===== config.mk =====
export PLATFORM = sky130hd
export DESIGN_NAME = picorv32_dma_copier
export DESIGN_NICKNAME = d
export VERILOG_FILES = /design/src/rtl/picorv32_dma_copier.sv
export SDC_FILE = /design/constraint.sdc
export NUM_CORES = 1
export LEC_CHECK = 0
export ABC_CLOCK_PERIOD_IN_PS = 3200
export BUFFER_PORTS_ARGS = -buffer_cell sky130_fd_sc_hd__buf_2
export CAP_MARGIN = 20
export CORE_ASPECT_RATIO = 1.25
export CORE_MARGIN = 10
export CORE_UTILIZATION = 53
export DETAILED_ROUTE_END_ITERATION = 8
export PLACE_DENSITY = 0.85
export SLEW_MARGIN = 20
export SYNTH_ARGS = -nofsm -noshare
export SYNTH_HDL_FRONTEND = slang
export SYNTH_SLANG_ARGS = --single-unit

===== constraint.sdc =====
create_clock -name clk -period 3.2 [get_ports clk]
set_input_delay 0.32 -clock clk [delete_from_list [all_inputs] [get_ports clk]]
set_output_delay 0.32 -clock clk [all_outputs]
set_load 0.02 [all_outputs]

===== src/rtl/picorv32_dma_copier.sv =====
// Word-granular memory copy engine acting as a picorv32 native-bus initiator.
// Copies len_words words from src to dst in chunks of up to BURST words,
// reading each chunk into a local buffer before writing it back out.
module picorv32_dma_copier #(
  parameter int unsigned BURST = 4
) (
  input  logic        clk,
  input  logic        reset,
  input  logic        start,
  input  logic [31:0] src_addr,
  input  logic [31:0] dst_addr,
  input  logic [15:0] len_words,
  output logic        busy,
  output logic        done,
  output logic        error,
  output logic [15:0] words_done,
  output logic        mem_valid,
  output logic        mem_instr,
  input  logic        mem_ready,
  output logic [31:0] mem_addr,
  output logic [31:0] mem_wdata,
  output logic [3:0]  mem_wstrb,
  input  logic [31:0] mem_rdata
);

  localparam int unsigned CW = $clog2(BURST) + 1;
  localparam int unsigned AW = (BURST > 1) ? $clog2(BURST) : 1;

  localparam logic [1:0] StIdle   = 2'd0;
  localparam logic [1:0] StRead   = 2'd1;
  localparam logic [1:0] StWrite  = 2'd2;
  localparam logic [1:0] StFinish = 2'd3;

  logic [1:0]    state_q, state_d;
  logic [31:0]   src_q, src_d;
  logic [31:0]   dst_q, dst_d;
  logic [15:0]   remaining_q, remaining_d;
  logic [CW-1:0] chunk_q, chunk_d;
  logic [CW-1:0] idx_q, idx_d;
  logic [15:0]   words_done_q, words_done_d;
  logic          error_q, error_d;
  logic          valid_q, valid_d;
  logic [31:0]   addr_q, addr_d;
  logic [31:0]   wdata_q, wdata_d;
  logic [3:0]    wstrb_q, wstrb_d;
  logic [31:0]   buf_q [0:(1<<AW)-1];

  logic          xfer;
  logic          last;
  logic [CW-1:0] idx_next;
  logic [15:0]   rem_next;
  logic [31:0]   src_next;
  logic [31:0]   dst_next;

  function automatic logic [CW-1:0] chunk_of(input logic [15:0] n);
    if (n >= 16'(BURST)) return CW'(BURST);
    else                 return CW'(n);
  endfunction

  // Next-state logic: requests only advance on a completing edge, so fields hold while stalled.
  always_comb begin
    state_d      = state_q;
    src_d        = src_q;
    dst_d        = dst_q;
    remaining_d  = remaining_q;
    chunk_d      = chunk_q;
    idx_d        = idx_q;
    words_done_d = words_done_q;
    error_d      = 1'b0;
    valid_d      = valid_q;
    addr_d       = addr_q;
    wdata_d      = wdata_q;
    wstrb_d      = wstrb_q;

    xfer     = valid_q & mem_ready;
    last     = (idx_q == (chunk_q - CW'(1)));
    idx_next = idx_q + CW'(1);
    rem_next = remaining_q - 16'(chunk_q);
    src_next = src_q + (32'(chunk_q) << 2);
    dst_next = dst_q + (32'(chunk_q) << 2);

    case (state_q)
      StIdle: begin
        if (start) begin
          if ((src_addr[1:0] != 2'b00) || (dst_addr[1:0] != 2'b00)) begin
            error_d = 1'b1;
          end else begin
            words_done_d = '0;
            src_d        = src_addr;
            dst_d        = dst_addr;
            remaining_d  = len_words;
            if (len_words == 16'd0) begin
              state_d = StFinish;
            end else begin
              state_d = StRead;
              chunk_d = chunk_of(len_words);
              idx_d   = '0;
              valid_d = 1'b1;
              addr_d  = src_addr;
              wdata_d = '0;
              wstrb_d = 4'b0000;
            end
          end
        end
      end
      StRead: begin
        if (xfer) begin
          if (last) begin
            state_d = StWrite;
            idx_d   = '0;
            addr_d  = dst_q;
            // With a one-word chunk buf[0] is being filled on this very edge.
            wdata_d = (idx_q == '0) ? mem_rdata : buf_q[0];
            wstrb_d = 4'b1111;
          end else begin
            idx_d  = idx_next;
            addr_d = addr_q + 32'd4;
          end
        end
      end
      StWrite: begin
        if (xfer) begin
          words_done_d = words_done_q + 16'd1;
          if (last) begin
            src_d       = src_next;
            dst_d       = dst_next;
            remaining_d = rem_next;
            idx_d       = '0;
            wdata_d     = '0;
            wstrb_d     = 4'b0000;
            if (rem_next != 16'd0) begin
              state_d = StRead;
              chunk_d = chunk_of(rem_next);
              addr_d  = src_next;
            end else begin
              state_d = StFinish;
              valid_d = 1'b0;
            end
          end else begin
            idx_d   = idx_next;
            addr_d  = addr_q + 32'd4;
            wdata_d = buf_q[idx_next[AW-1:0]];
          end
        end
      end
      default: begin
        state_d = StIdle;
      end
    endcase
  end

  // Control and bus-field registers with synchronous reset.
  always_ff @(posedge clk) begin
    if (reset) begin
      state_q      <= StIdle;
      src_q        <= '0;
      dst_q        <= '0;
      remaining_q  <= '0;
      chunk_q      <= '0;
      idx_q        <= '0;
      words_done_q <= '0;
      error_q      <= 1'b0;
      valid_q      <= 1'b0;
      addr_q       <= '0;
      wdata_q      <= '0;
      wstrb_q      <= '0;
    end else begin
      state_q      <= state_d;
      src_q        <= src_d;
      dst_q        <= dst_d;
      remaining_q  <= remaining_d;
      chunk_q      <= chunk_d;
      idx_q        <= idx_d;
      words_done_q <= words_done_d;
      error_q      <= error_d;
      valid_q      <= valid_d;
      addr_q       <= addr_d;
      wdata_q      <= wdata_d;
      wstrb_q      <= wstrb_d;
    end
  end

  // Chunk buffer capture; contents are don't-care after reset.
  always_ff @(posedge clk) begin
    if (!reset && (state_q == StRead) && xfer) begin
      buf_q[idx_q[AW-1:0]] <= mem_rdata;
    end
  end

  assign busy       = (state_q == StRead) || (state_q == StWrite);
  assign done       = (state_q == StFinish);
  assign error      = error_q;
  assign words_done = words_done_q;
  assign mem_valid  = valid_q;
  assign mem_instr  = 1'b0;
  assign mem_addr   = addr_q;
  assign mem_wdata  = wdata_q;
  assign mem_wstrb  = wstrb_q;

endmodule

; After elaboration in Yosys (flattened, before gate mapping)
; Memory sizes are Yosys's and may differ from the RTL's.
; Cells that the tools add are included.
[totals]
register_bits = 174
mem_bits_rw = 128
in_bits = 116
out_inout_bits = 89
memories = 1
[classes]
add_sub_neg = 7
magnitude_cmp = 2
eq_ne = 15
mux = 79
bitwise = 3
reduce_logical = 25
[memory_table]
columns = memory, depth, width, rd, rd_ports_with_merged_regs, wr, line_no
row1 = buf_q, 4, 32, 2, 0, 1, 46  ; logic [31:0] buf_q [0:(1<<AW)-1];
[ops]
columns = operator, n
row1 = 2-to-1 mux 32 bit, 24
row2 = one-hot mux 32 bit (3 select lines), 2
row3 = one-hot mux 32 bit (2 select lines), 2
row4 = 2-to-1 mux 16 bit, 7
row5 = adder 32 x 5 -> 32 bit, 2
row6 = one-hot mux 16 bit (2 select lines), 2
row7 = 2-to-1 mux 3 bit, 13
row8 = "adder 32 x 3 -> 32 bit, second input constant", 1
row9 = ">= comparator 16 x 3 -> 1 bit, second input constant", 2
row10 = 2-to-1 mux 4 bit, 7
row11 = AND reduction 7 bit, 4
row12 = "inequality test 2 bit, second input constant", 9
row13 = "adder 16 x 1 -> 16 bit, second input constant", 1
row14 = logical NOT 16 bit, 1
row15 = 2-to-1 mux 2 bit, 8
row16 = nonzero test 16 bit, 1
row17 = subtractor 16 x 3 -> 16 bit, 1
row18 = one-hot mux 3 bit (2 select lines), 2
row19 = one-hot mux 4 bit (3 select lines), 1
row20 = AND reduction 5 bit, 2
row21 = 2-to-1 mux 1 bit, 9
row22 = AND reduction 8 bit, 1
row23 = nonzero test 2 bit, 4
row24 = one-hot mux 2 bit (3 select lines), 1
row25 = other kinds (20), 24

; Depth between registers and ports, before layout
[depth]
word_depth = 7
depth_mapped = 13
depth_no_buf = 11

; Worst setup path after synthesis
; No wires, ideal clock.
[synth_timing]
path_type = register to register
from = reg chunk_q[0]
to = reg addr_q[8], in the netlist mem_addr[8]
setup_ps = 147
t_arrival_ps = 3068
t_required_ps = 3053
path_slack_ps = -15
path_stages_with_launch = 13
cell_sequence = dfxtp_1 ha_1 inv_1 fa_1 nand2_1 nand3_2 o31a_1 or4_4 or4_1 buf_2 buf_4 a21oi_1 a311oi_1
[synth_between]
elab_chain_cells = 5
word_cells_on_any_way = 13
classes_between = add/sub (3) / eq/ne (2) / mux (6) / reduce/logical (2)
[synth_rtl]
columns = item, line_no
row1 = from (decl), 38  ; logic [CW-1:0] chunk_q, chunk_d;
row2 = from (signal assigned), 172  ; chunk_q <= chunk_d;
row3 = adder 32 x 5 -> 32 bit / subtractor 3 x 1 -> 3 bit (equally long branches), "79, 76"
row4 = 2-to-1 mux 32 bit / == test 3 bit (equally long branches), "131, 76"
row5 = "2-to-1 mux 32 bit, on equally long branches", "124, 108"
row6 = "2-to-1 mux 32 bit, on equally long branches", "122, 107"
row7 = one-hot mux 32 bit (3 select lines), 82  ; case (state_q)
row8 = to (signal assigned), 177  ; addr_q <= addr_d;
row9 = to (decl), 43  ; logic [31:0] addr_q, addr_d;
; Parallel ways exist; a longest one is shown, timed or not. The select of a mux whose other input is x is not followed.
; A chain may end at the register's enable or synchronous reset.

; Worst setup path in the final report
[layout_timing]
from = reg remaining_q[0]
to = reg addr_q[29], in the netlist mem_addr[29]
[layout_between]
elab_chain_cells = 4
[layout_rtl]
columns = item, line_no
row1 = from (decl), 37  ; logic [15:0] remaining_q, remaining_d;
row2 = from (signal assigned), 171  ; remaining_q <= remaining_d;
row3 = subtractor 16 x 3 -> 16 bit, 78  ; rem_next = remaining_q - 16'(chunk_q);
row4 = nonzero test 16 bit, 131  ; if (rem_next != 16'd0) begin
row5 = inequality test 3 bit (no source line), -
row6 = AND reduction 7 bit (no source line), -
; Every way passes these cells.

==> results.tsv <==
stage	metric	value	unit
outcome	outcome	finished clean	
clock_tree	Clock Tree Buf Depth	3	
pwr	clock network power share	25.6	%
clock_tree	CTS tree	yes	
global_routing	first-pass GRT wire length	83300	um
timing	total negative slack	0	ns
clock_tree	H-tree level count	1	
timing	Max Slew Vio Count	0	
pwr	P per Cell Area	808	nW/um^2
timing	RSZ-0062 raised after global routing	no	
run	Max Cap Viol	0	
floorplan	# IOs	205	
drt	Pre-Repair DR Iteration Count	6	
floorplan	Initial Utilization	53.4	%
pwr	switching power	6290	uW
worst_hold_path	worst min-delay path class	in -> reg	
global_routing	initial antenna violation count	0	
global_routing	vias in the first global route	14700	
layout	n_diodes	0	
pwr	Max VDD drop	0.616	mV
pwr	sequential share of power	34.3	%
setup_path	WP data arrival	3.56	ns
setup_path	kind of critical path	reg -> reg	
place	PortBufs	203	
pwr	Pwr Total	15500	uW
global_routing	gr usage total	27.2	%
clock_tree	root buf cell	clkbuf_16	
clock_tree	CTS clock-pin slew for the worst setup and hold paths	0.07	ns
timing	Final Cycle Share	96.4	%
place	post-detail-place hpwl	36000	um
clock_tree	total CTS buffers	31	
layout	Design Area, Final	19200	sq um
floorplan	Core Area	30000	sq um
floorplan	die area	37700	sq um
drt	routed len/inst	22.9	um
floorplan	# rows	71	
drt	ANT nets after route	0	
timing	FMAX	324	MHz
drt	DR DRC count	0	
pwr	Leak	0.00666	uW
logic_synthesis	synth unique cells	76	
clock_tree	Post-CTS Setup Inserts	0	
setup_path	Critical Path RT	3.67	ns
timing	Setup violations, final	0	
logic_synthesis	Post-Syn Instances	1720	
logic_synthesis	sequential-to-total area share from yosys stat	45.3	%
floorplan	Die X	176	um
logic_synthesis	yosys synthesis warning count	0	
global_routing	largest net degree at the start of global routing	83	
logic_synthesis	syn nets	1859	
logic_synthesis	Async SR Flop Fraction	0	%
place	RD Place Congestion	0.970	
setup_path	Crit. End Element	register	
drt	drt via density	6.51	
layout	Area Growth Syn to Fin	19.8	%
timing	Max transition margin	37.8	%
pwr	sw frac	40.5	%
pwr	Int Pwr	9250	uW
floorplan	Die Y	215	um
setup_path	Worst setup SP type	register	
drt	final wirelength	53600	um
drt	vias post-DR	15300	
logic_synthesis	Post-Syn Area	16000	sq um
layout	layout cell share with drive strength beyond 1	21.7	%
timing	final hold vios	0	
timing	actual slew at the worst max-slew pin	0.931	ns
clock_tree	Clock Sinks	299	
global_routing	total gr overflow	0	
logic_synthesis	flops & latches, synth	299	
timing	Tmin final	3.08	ns
layout	Nets	2057	
logic_synthesis	Post-synth EDFFs	128	
pwr	Gate power share	40.1	%
setup_path	critical path fanouts, max	6	
clock_tree	Clk Latency, worst-skew pair	0.57	ns
timing	Clock Skew	0.0129	ns
logic_synthesis	syn_area_per_cell	9.33	sq um
logic_synthesis	top_reg_cell synth	dfxtp_1	
place	Post-DP Area	17700	sq um
drt	initial DRC count	1947	
==> layout make-up <==
class / count / area [sq um]
fill: 2439 / 10800
multi-input combinational: 1253 / 8240
sequential: 299 / 7270
timing repair buffer: 299 / 1970
clock buffer: 41 / 833
tap: 401 / 502
clock inverter: 17 / 283
inverter: 34 / 128
==> per-layer routing <==
metal  GRT usage [%]  share of wire [%]  up-vias
li1                -                  -     6865
met1            33.4                 37     7327
met2            45.8                 49      915
met3            5.87                 10      151
met4            10.2                4.1        0
met5               0                  0        -
==> path summary, 6_finish.rpt <==
kind | from | end | slack [ns] | depth (start not counted)
max | remaining_q[0]$_SDFFE_PP0P_ | mem_addr[29]$_SDFFE_PP0P_ | 0.12 | 14
min | src_addr[23] | src_q[23]$_SDFFE_PP0P_ | 0.04 | 3
max reg2reg | remaining_q[0]$_SDFFE_PP0P_ | mem_addr[29]$_SDFFE_PP0P_ | 0.12 | 14
min reg2reg | mem_wdata[15]$_SDFFE_PP0P_ | mem_wdata[15]$_SDFFE_PP0P_ | 0.45 | 2
==> through the flow <==
step / instances / hold slack (ns) / util, % / worst slack [ns]
after floorplan: 1720 / 0.419 / - / 0.0546
after global placement: 2253 / 0.437 / 58.9 / 0.0171
after detailed placement: 2253 / 0.442 / 58.9 / 0.0185
after CTS: 2343 / 0.0232 / 63.7 / -0.00775
after global routing: 2344 / 0.0331 / 64.0 / 0.00131
final: 2344 / 0.0387 / 64.0 / 0.117
==> logic make-up after synthesis <==
| logic type | synth area share (%) |
|---|---|
| AO/OA/AOI/OAI | 19.0 |
| XOR/XNOR | 3.63 |
| adder cells (fa/ha/maj) | 1.93 |
| buffers and inverters | 4.09 |
| flip-flops | 45.3 |
| multiplexers | 7.18 |
| other | 0.0234 |
| AND/OR/NAND/NOR | 18.8 |
==> cells in the final DEF (no fill, tap or decap), types with 33 or more instances in the layout <==
cell	n
nand3_1	76
a22o_1	39
inv_1	33
a211oi_1	34
nand4_1	41
dfxtp_1	169
nand2_1	194
nor3_1	47
edfxtp_1	128
buf_2	202
a21oi_1	130
nor2_1	141
buf_4	52
o21ai_0	94
==> registers in the layout (all words and copies together), names as in the netlist <==
signal	count
mem_wstrb	1
error	1
mem_addr	32
idx_q	3
remaining_q	16
src_q	32
dst_q	32
mem_wdata	32
buf_q	128
words_done	16
chunk_q	3
mem_valid	1
state_q	2
==> cells in the mapped netlist, types with 20 or more instances <==
cell | n | area share [%]
nor4_1 | 28 | 1.1
o21ai_0 | 94 | 2.9
edfxtp_1 | 128 | 24
nand2_1 | 195 | 4.6
ha_1 | 20 | 1.6
dfxtp_1 | 171 | 21
a22o_1 | 39 | 2.1
mux2_2 | 32 | 2.2
nor3_1 | 48 | 1.5
inv_1 | 34 | 0.80
clkbuf_1 | 111 | 2.6
nor2_1 | 143 | 3.3
a221oi_1 | 23 | 1.3
nand3_1 | 76 | 2.4
xnor2_1 | 32 | 1.7
nand4_1 | 41 | 1.6
mux4_2 | 32 | 4.5
a21oi_1 | 131 | 4.1
xor2_1 | 32 | 1.7
a211oi_1 | 38 | 1.8
==> what timing repair did <==
item                                   4_1_cts  5_1_grt
setup endpoints to repair                    2       26
pin swaps                                    1        2
gates resized for setup                      2       16
endpoints found under the hold margin      128        0
hold buffers                                32        0
gates cloned                                 0        1
==> worst max-delay path: stages (launching register included) <==
cell,delay (ns)
dfxtp_1,0.31
inv_1,0.05
ha_1,0.15
inv_1,0.06
fa_2,0.34
nand2_2,0.08
nand3_2,0.07
o31a_1,0.26
or4_4,0.54
buf_4,0.17
nor4_4,0.24
buf_4,0.20
nor2_2,0.09
clkbuf_16,0.22
o311ai_2,0.20
==> power by group through the flow <==
stage / sequential [uW] / clock, uW / combinational (uW)
after floorplan: 5290 / 0 / 3850
after global placement: 5340 / 0 / 5730
after detailed placement: 5360 / 0 / 5860
after CTS: 5290 / 4000 / 5950
after global routing: 5400 / 4150 / 6740
final: 5330 / 3980 / 6230
(Power assumes the default switching activity.)
